<file path="config.mk">
export PLATFORM = sky130hd
export DESIGN_NAME = serial_stream_tx
export DESIGN_NICKNAME = d
export VERILOG_FILES = /design/src/rtl/serial_stream_tx.sv
export SDC_FILE = /design/constraint.sdc
export NUM_CORES = 1
export LEC_CHECK = 0
export CORE_ASPECT_RATIO = 0.7
export CORE_MARGIN = 8
export CORE_UTILIZATION = 40
export CTS_BUF_LIST = sky130_fd_sc_hd__clkbuf_2 sky130_fd_sc_hd__clkbuf_4 sky130_fd_sc_hd__clkbuf_8
export DETAILED_ROUTE_END_ITERATION = 12
export PLACE_DENSITY = 0.7
export SLEW_MARGIN = 20
export SYNTH_ARGS = -nofsm -noshare
export SYNTH_HDL_FRONTEND = slang
export SYNTH_SLANG_ARGS = --single-unit
</file>
<file path="constraint.sdc">
create_clock -name i_clk -period 2.35 [get_ports i_clk]
set_input_delay 0.705 -clock i_clk [delete_from_list [all_inputs] [get_ports i_clk]]
set_output_delay 0.705 -clock i_clk [all_outputs]
set_load 0.03 [all_outputs]
</file>
<file path="src/rtl/serial_stream_tx.sv">
// -----------------------------------------------------------------------------
// serial_stream_tx
// -----------------------------------------------------------------------------
// Parallel-to-serial transmitter feeding the single-bit stream used by the FSM
// pattern detectors. A WIDTH-bit word is accepted through a valid/ready
// handshake and then sent one bit per clock. After each frame the line is held
// at 0 for GAP_CYCLES idle cycles, and then the block becomes ready again.
//
// Parameters
//   WIDTH       frame length in bits (>= 2)
//   MSB_FIRST   1: bit WIDTH-1 goes out first, 0: bit 0 goes out first
//   GAP_CYCLES  idle cycles after each frame before o_ready returns (>= 0)
//
// Ports
//   i_clk        clock, every flop samples on the rising edge
//   i_rst        synchronous, active-high reset
//   i_data       word to transmit, sampled only on accept
//   i_valid      i_data is valid
//   o_ready      block can accept a word (IDLE)
//   o_bit        serial data bit, forced to 0 whenever o_bit_valid is 0
//   o_bit_valid  o_bit carries a frame bit this cycle
//   o_bit_idx    ordinal of the current bit in the frame (0 = first sent)
//   o_busy       block is not IDLE
//   o_done       one-cycle pulse on the last bit of a frame
//
// Every output is decoded from registered state only, so no input reaches an
// output combinationally. The serial line therefore changes only on clock edges.
// -----------------------------------------------------------------------------
module serial_stream_tx #(
  parameter int WIDTH      = 32,
  parameter bit MSB_FIRST  = 1'b1,
  parameter int GAP_CYCLES = 2
) (
  input  logic                     i_clk,
  input  logic                     i_rst,
  input  logic [WIDTH-1:0]         i_data,
  input  logic                     i_valid,
  output logic                     o_ready,
  output logic                     o_bit,
  output logic                     o_bit_valid,
  output logic [$clog2(WIDTH)-1:0] o_bit_idx,
  output logic                     o_busy,
  output logic                     o_done
);

  // ---------------------------------------------------------------------------
  // Local constants
  // ---------------------------------------------------------------------------
  localparam int CW = $clog2(WIDTH);
  // The gap counter only needs to reach GAP_CYCLES-1. It keeps at least one
  // bit so that the design still elaborates cleanly when GAP_CYCLES is 0.
  localparam int GW = (GAP_CYCLES > 1) ? $clog2(GAP_CYCLES) : 1;

  localparam logic [CW-1:0] CNT_ZERO = {CW{1'b0}};
  localparam logic [CW-1:0] CNT_ONE  = CW'(1);
  localparam logic [CW-1:0] CNT_LAST = CW'(WIDTH - 1);

  localparam logic [GW-1:0] GAP_ZERO = {GW{1'b0}};
  localparam logic [GW-1:0] GAP_ONE  = GW'(1);
  localparam logic [GW-1:0] GAP_LAST = GW'((GAP_CYCLES > 0) ? (GAP_CYCLES - 1) : 0);

  localparam logic [WIDTH-1:0] SHREG_ZERO = {WIDTH{1'b0}};

  // FSM encoding
  localparam logic [1:0] ST_IDLE  = 2'd0;
  localparam logic [1:0] ST_SHIFT = 2'd1;
  localparam logic [1:0] ST_GAP   = 2'd2;

  // This is resolved at elaboration time. It selects where a finished frame
  // goes next.
  localparam logic [1:0] ST_AFTER_FRAME = (GAP_CYCLES > 0) ? ST_GAP : ST_IDLE;

  // ---------------------------------------------------------------------------
  // State
  // ---------------------------------------------------------------------------
  logic [1:0]       state_r;
  logic [1:0]       state_s;
  logic [WIDTH-1:0] shreg_r;
  logic [WIDTH-1:0] shreg_s;
  logic [CW-1:0]    cnt_r;
  logic [CW-1:0]    cnt_s;
  logic [GW-1:0]    gap_r;
  logic [GW-1:0]    gap_s;

  logic             in_idle_s;
  logic             in_shift_s;
  logic             accept_s;
  logic             last_bit_s;
  logic             head_bit_s;
  logic [WIDTH-1:0] shreg_adv_s;

  assign in_idle_s  = (state_r == ST_IDLE);
  assign in_shift_s = (state_r == ST_SHIFT);
  // A word is taken only while IDLE. A request in any other state is dropped.
  assign accept_s   = i_valid & in_idle_s;
  assign last_bit_s = in_shift_s & (cnt_r == CNT_LAST);

  // The bit that is currently on the line sits at the output end of the
  // shift register.
  assign head_bit_s = MSB_FIRST ? shreg_r[WIDTH-1] : shreg_r[0];

  // Shift register advanced by one position toward its output end.
  assign shreg_adv_s = MSB_FIRST ? {shreg_r[WIDTH-2:0], 1'b0}
                                 : {1'b0, shreg_r[WIDTH-1:1]};

  // Next-state logic for the IDLE / SHIFT / GAP sequencer and its datapath.
  always_comb begin
    state_s = state_r;
    shreg_s = shreg_r;
    cnt_s   = cnt_r;
    gap_s   = gap_r;
    case (state_r)
      ST_IDLE: begin
        if (accept_s) begin
          shreg_s = i_data;
          cnt_s   = CNT_ZERO;
          gap_s   = GAP_ZERO;
          state_s = ST_SHIFT;
        end else begin
          shreg_s = shreg_r;
          cnt_s   = CNT_ZERO;
          gap_s   = GAP_ZERO;
          state_s = ST_IDLE;
        end
      end
      ST_SHIFT: begin
        if (cnt_r == CNT_LAST) begin
          // Clear the datapath when the frame ends so that no frame data
          // lingers into the gap or the next IDLE period.
          shreg_s = SHREG_ZERO;
          cnt_s   = CNT_ZERO;
          gap_s   = GAP_ZERO;
          state_s = ST_AFTER_FRAME;
        end else begin
          shreg_s = shreg_adv_s;
          cnt_s   = cnt_r + CNT_ONE;
          gap_s   = GAP_ZERO;
          state_s = ST_SHIFT;
        end
      end
      ST_GAP: begin
        if (gap_r == GAP_LAST) begin
          gap_s   = GAP_ZERO;
          state_s = ST_IDLE;
        end else begin
          gap_s   = gap_r + GAP_ONE;
          state_s = ST_GAP;
        end
      end
      default: begin
        // An unreachable encoding returns to a clean IDLE.
        shreg_s = SHREG_ZERO;
        cnt_s   = CNT_ZERO;
        gap_s   = GAP_ZERO;
        state_s = ST_IDLE;
      end
    endcase
  end

  // State registers. The synchronous reset overrides everything, including a
  // simultaneous accept.
  always_ff @(posedge i_clk) begin
    if (i_rst) begin
      state_r <= ST_IDLE;
      shreg_r <= SHREG_ZERO;
      cnt_r   <= CNT_ZERO;
      gap_r   <= GAP_ZERO;
    end else begin
      state_r <= state_s;
      shreg_r <= shreg_s;
      cnt_r   <= cnt_s;
      gap_r   <= gap_s;
    end
  end

  // ---------------------------------------------------------------------------
  // Output decode (registered state only)
  // ---------------------------------------------------------------------------
  assign o_ready     = in_idle_s;
  assign o_busy      = ~in_idle_s;
  assign o_bit_valid = in_shift_s;
  // Gate the data bit so that no stray 1 reaches the detector outside a frame.
  assign o_bit       = in_shift_s & head_bit_s;
  assign o_bit_idx   = in_shift_s ? cnt_r : CNT_ZERO;
  assign o_done      = last_bit_s;

endmodule

</file>
==> flow_summary_export.csv <==
group,metric,value,unit
critical_path,cp_max_fo,5,
yosys,syn_inst,228,
final_layout,fin_area,2530,um^2
critical_path,cpPeakStageDelay,350,ps
power,p_per_area,630,nW/um^2
global_route,grt_busiest_layer,"met2",
clock_tree,cts_tree,"done",
detailed_routing,routed_wl,4700,um
final_layout,syn_to_final_growth,30.9,%
final_layout,num_antenna_cells,0,
yosys,ys.flop_type,"dfxtp_1",
clock_tree,cts.sinks,40,
sta,setup-violations-final,0,
floorplan,rows,21,
detailed_routing,drt_iter0_drc,92,
clock_tree,h-tree-depth,2,
global_route,grt_util_met3,4.77,%
global_route,grt-ovfl-total,0,
placed_design,placed_cell_area,2410,um^2
detailed_routing,vias,1676,
floorplan,die_w,99.1,um
final_layout,layout_commonest_cell,"nor2_1",
placed_design,port_buffers,44,
global_route,antenna_found_initial,0,
yosys,ys_async_sr_fraction,0,%
critical_path,required,1640,ps
sta,fin_worst_skew,9.43,ps
yosys,synth_area,1930,um^2
sta,tightestPinTransition,419,ps
critical_path,path_buf_inv,1,
floorplan,die_area,7350,um^2
critical_path,cp_top_family,"adder cells",
critical_path,cp.arrival,1540,ps
sta,finalSetupTns,0,ps
global_route,grt_pass1_vias,1634,
global_route,grt_util_all_layers,13.5,%
sta,finalHoldViolCount,0,
yosys,synth-seq-cells,40,
clock_tree,path_clk_slew,80,ps
clock_tree,cts-root-buf,"clkbuf_8",
power,leakage,1.03,nW
detailed_routing,drt-vias-per-instance,5.09,
placed_design,place_hpwl,3190,um
detailed_routing,ant_nets,0,
sta,period_share,95.4,%
detailed_routing,wl_per_cell,14.3,um
yosys,synth.avg_cell_area,8.48,um^2
final_layout,multiInputGateArea,1040,um^2
status,status,"completed",
sta,fmax,446,MHz
yosys,synth-seq-area-share,41.4,%
clock_tree,cts_hold_buf,0,
detailed_routing,first_pass_iters,4,
yosys,synth.distinct_cells,29,
final_layout,final_cell_mix,"nor2_1 (42), dfxtp_1 (38), clkdlybuf4s50_1 (35)",
floorplan,core-area,4730,um^2
sta,maxSlewHeadroom,72.1,%
detailed_routing,drc_errors,0,
global_route,use_met1,16.9,%
clock_tree,cts_buffers,5,
yosys,syn-num-nets,266,
critical_path,crit_type,"flop to output pin",
sta,slew_viol_final,0,
critical_path,crit_chain,"ha_2, and3_1, ha_1, and2_1, buf_6",
final_layout,area.sequential,803,um^2
yosys,ys_warn_count,0,
placed_design,globalplace.congestion,0.795,
floorplan,start_util,40.9,%
run,cap_violations,0,
critical_path,cp-end-kind,"output pin",
final_layout,final_nets,309,
global_route,gr-usage-met2,21.6,%
floorplan,die-height,74.2,um
critical_path,startpoint_type,"flop",
yosys,synth-edff-count,0,
clock_tree,clock_path_buffers,2,
hold_path,holdCritPathClass,"flop to flop",
clock_tree,clk_latency,290,ps
final_layout,drive_gt1_share,12.5,%
global_route,grt_first_pass_wirelength,7910,um
sta,period_minus_slack,2240,ps
global_route,grt_max_degree,41,
power,ir_worst_vdd,0.332,mV
final_layout,nFillCells,447,
floorplan,ios,45,
critical_path,slowest_stage,"dfxtp_2",
-- state kept, by name, indices dropped and copies added (netlist names) --
register  cells
shreg_r      32
cnt_r         5
state_r       2
gap_r         1
-- report_power, final --
part	total [mW]	switching (mW)	internal [mW]
registers	0.752	0.0260	0.726
logic	0.282	0.137	0.145
clock network	0.560	0.246	0.314
-- what timing repair did --
| item | 4_1_cts | 5_1_grt |
|---|---|---|
| hold endpoints to repair | 0 | 0 |
| buffers inserted | 0 | 0 |
| gates resized for setup | 0 | 4 |
| endpoints found under the setup margin | 0 | 1 |
-- synth_stat cells, types with 3 or more instances --
cell type,count,area (um^2)
nor3_1,7,35.0
ha_1,3,37.5
mux2i_1,4,40.0
a211oi_1,17,128
nand3_1,5,25.0
o21a_1,3,22.5
dfxtp_1,40,801
a2bb2oi_1,20,175
nand2_1,26,97.6
buf_2,4,20.0
buf_4,4,30.0
nor2_1,42,158
and2_1,7,43.8
o21bai_1,17,128
a21oi_1,5,25.0
clkbuf_1,7,26.3
nor2b_1,3,18.8
-- layout make-up --
| cell class | instances | area share (%) |
|---|---|---|
| clock buffer | 5 | 2.72 |
| tap | 57 | 2.82 |
| clock inverter | 3 | 1.68 |
| multi-input combinational | 169 | 41.0 |
| timing repair buffer | 52 | 19.5 |
| inverter | 3 | 0.445 |
| sequential | 40 | 31.8 |
-- routing by layer --
layer	routed length, um	vias up
met2	2040	37
met1	2350	749
met5	0	-
li1	-	886
met4	36	0
met3	262	4
-- kinds of logic after synthesis --
kind of cell             share of synthesized area, %
flip-flops                                       41.4
buffers and inverters                            5.11
multiplexers                                     2.07
adder cells (fa/ha/maj)                          1.94
AND/OR/NAND/NOR                                  23.4
AO/OA/AOI/OAI                                    26.0
-- metrics by stage --
step                      setup slack, ps  std cells  total power [mW]  util (%)  hold slack, ps
after detailed placement              224        321              1.05      51.0             421
final                                 109        329              1.59      53.5             433
after CTS                            31.4        329              1.61      53.3             432
after global placement                239        321              1.05      51.0             414
after global routing              -0.0696        329              1.67      53.5             450
after floorplan                       109        228             0.940         -             402
-- path summary, 6_finish.rpt --
path | from | end | slack, ps | depth (start not counted)
hold / removal | gap_r | gap_r | 430 | 1
setup / recovery | cnt_r[0] | o_done | 110 | 5
setup reg to reg | cnt_r[0] | shreg_r[24] | 530 | 7
hold reg to reg | gap_r | gap_r | 430 | 1
Power figures use the tool's default switching activity.
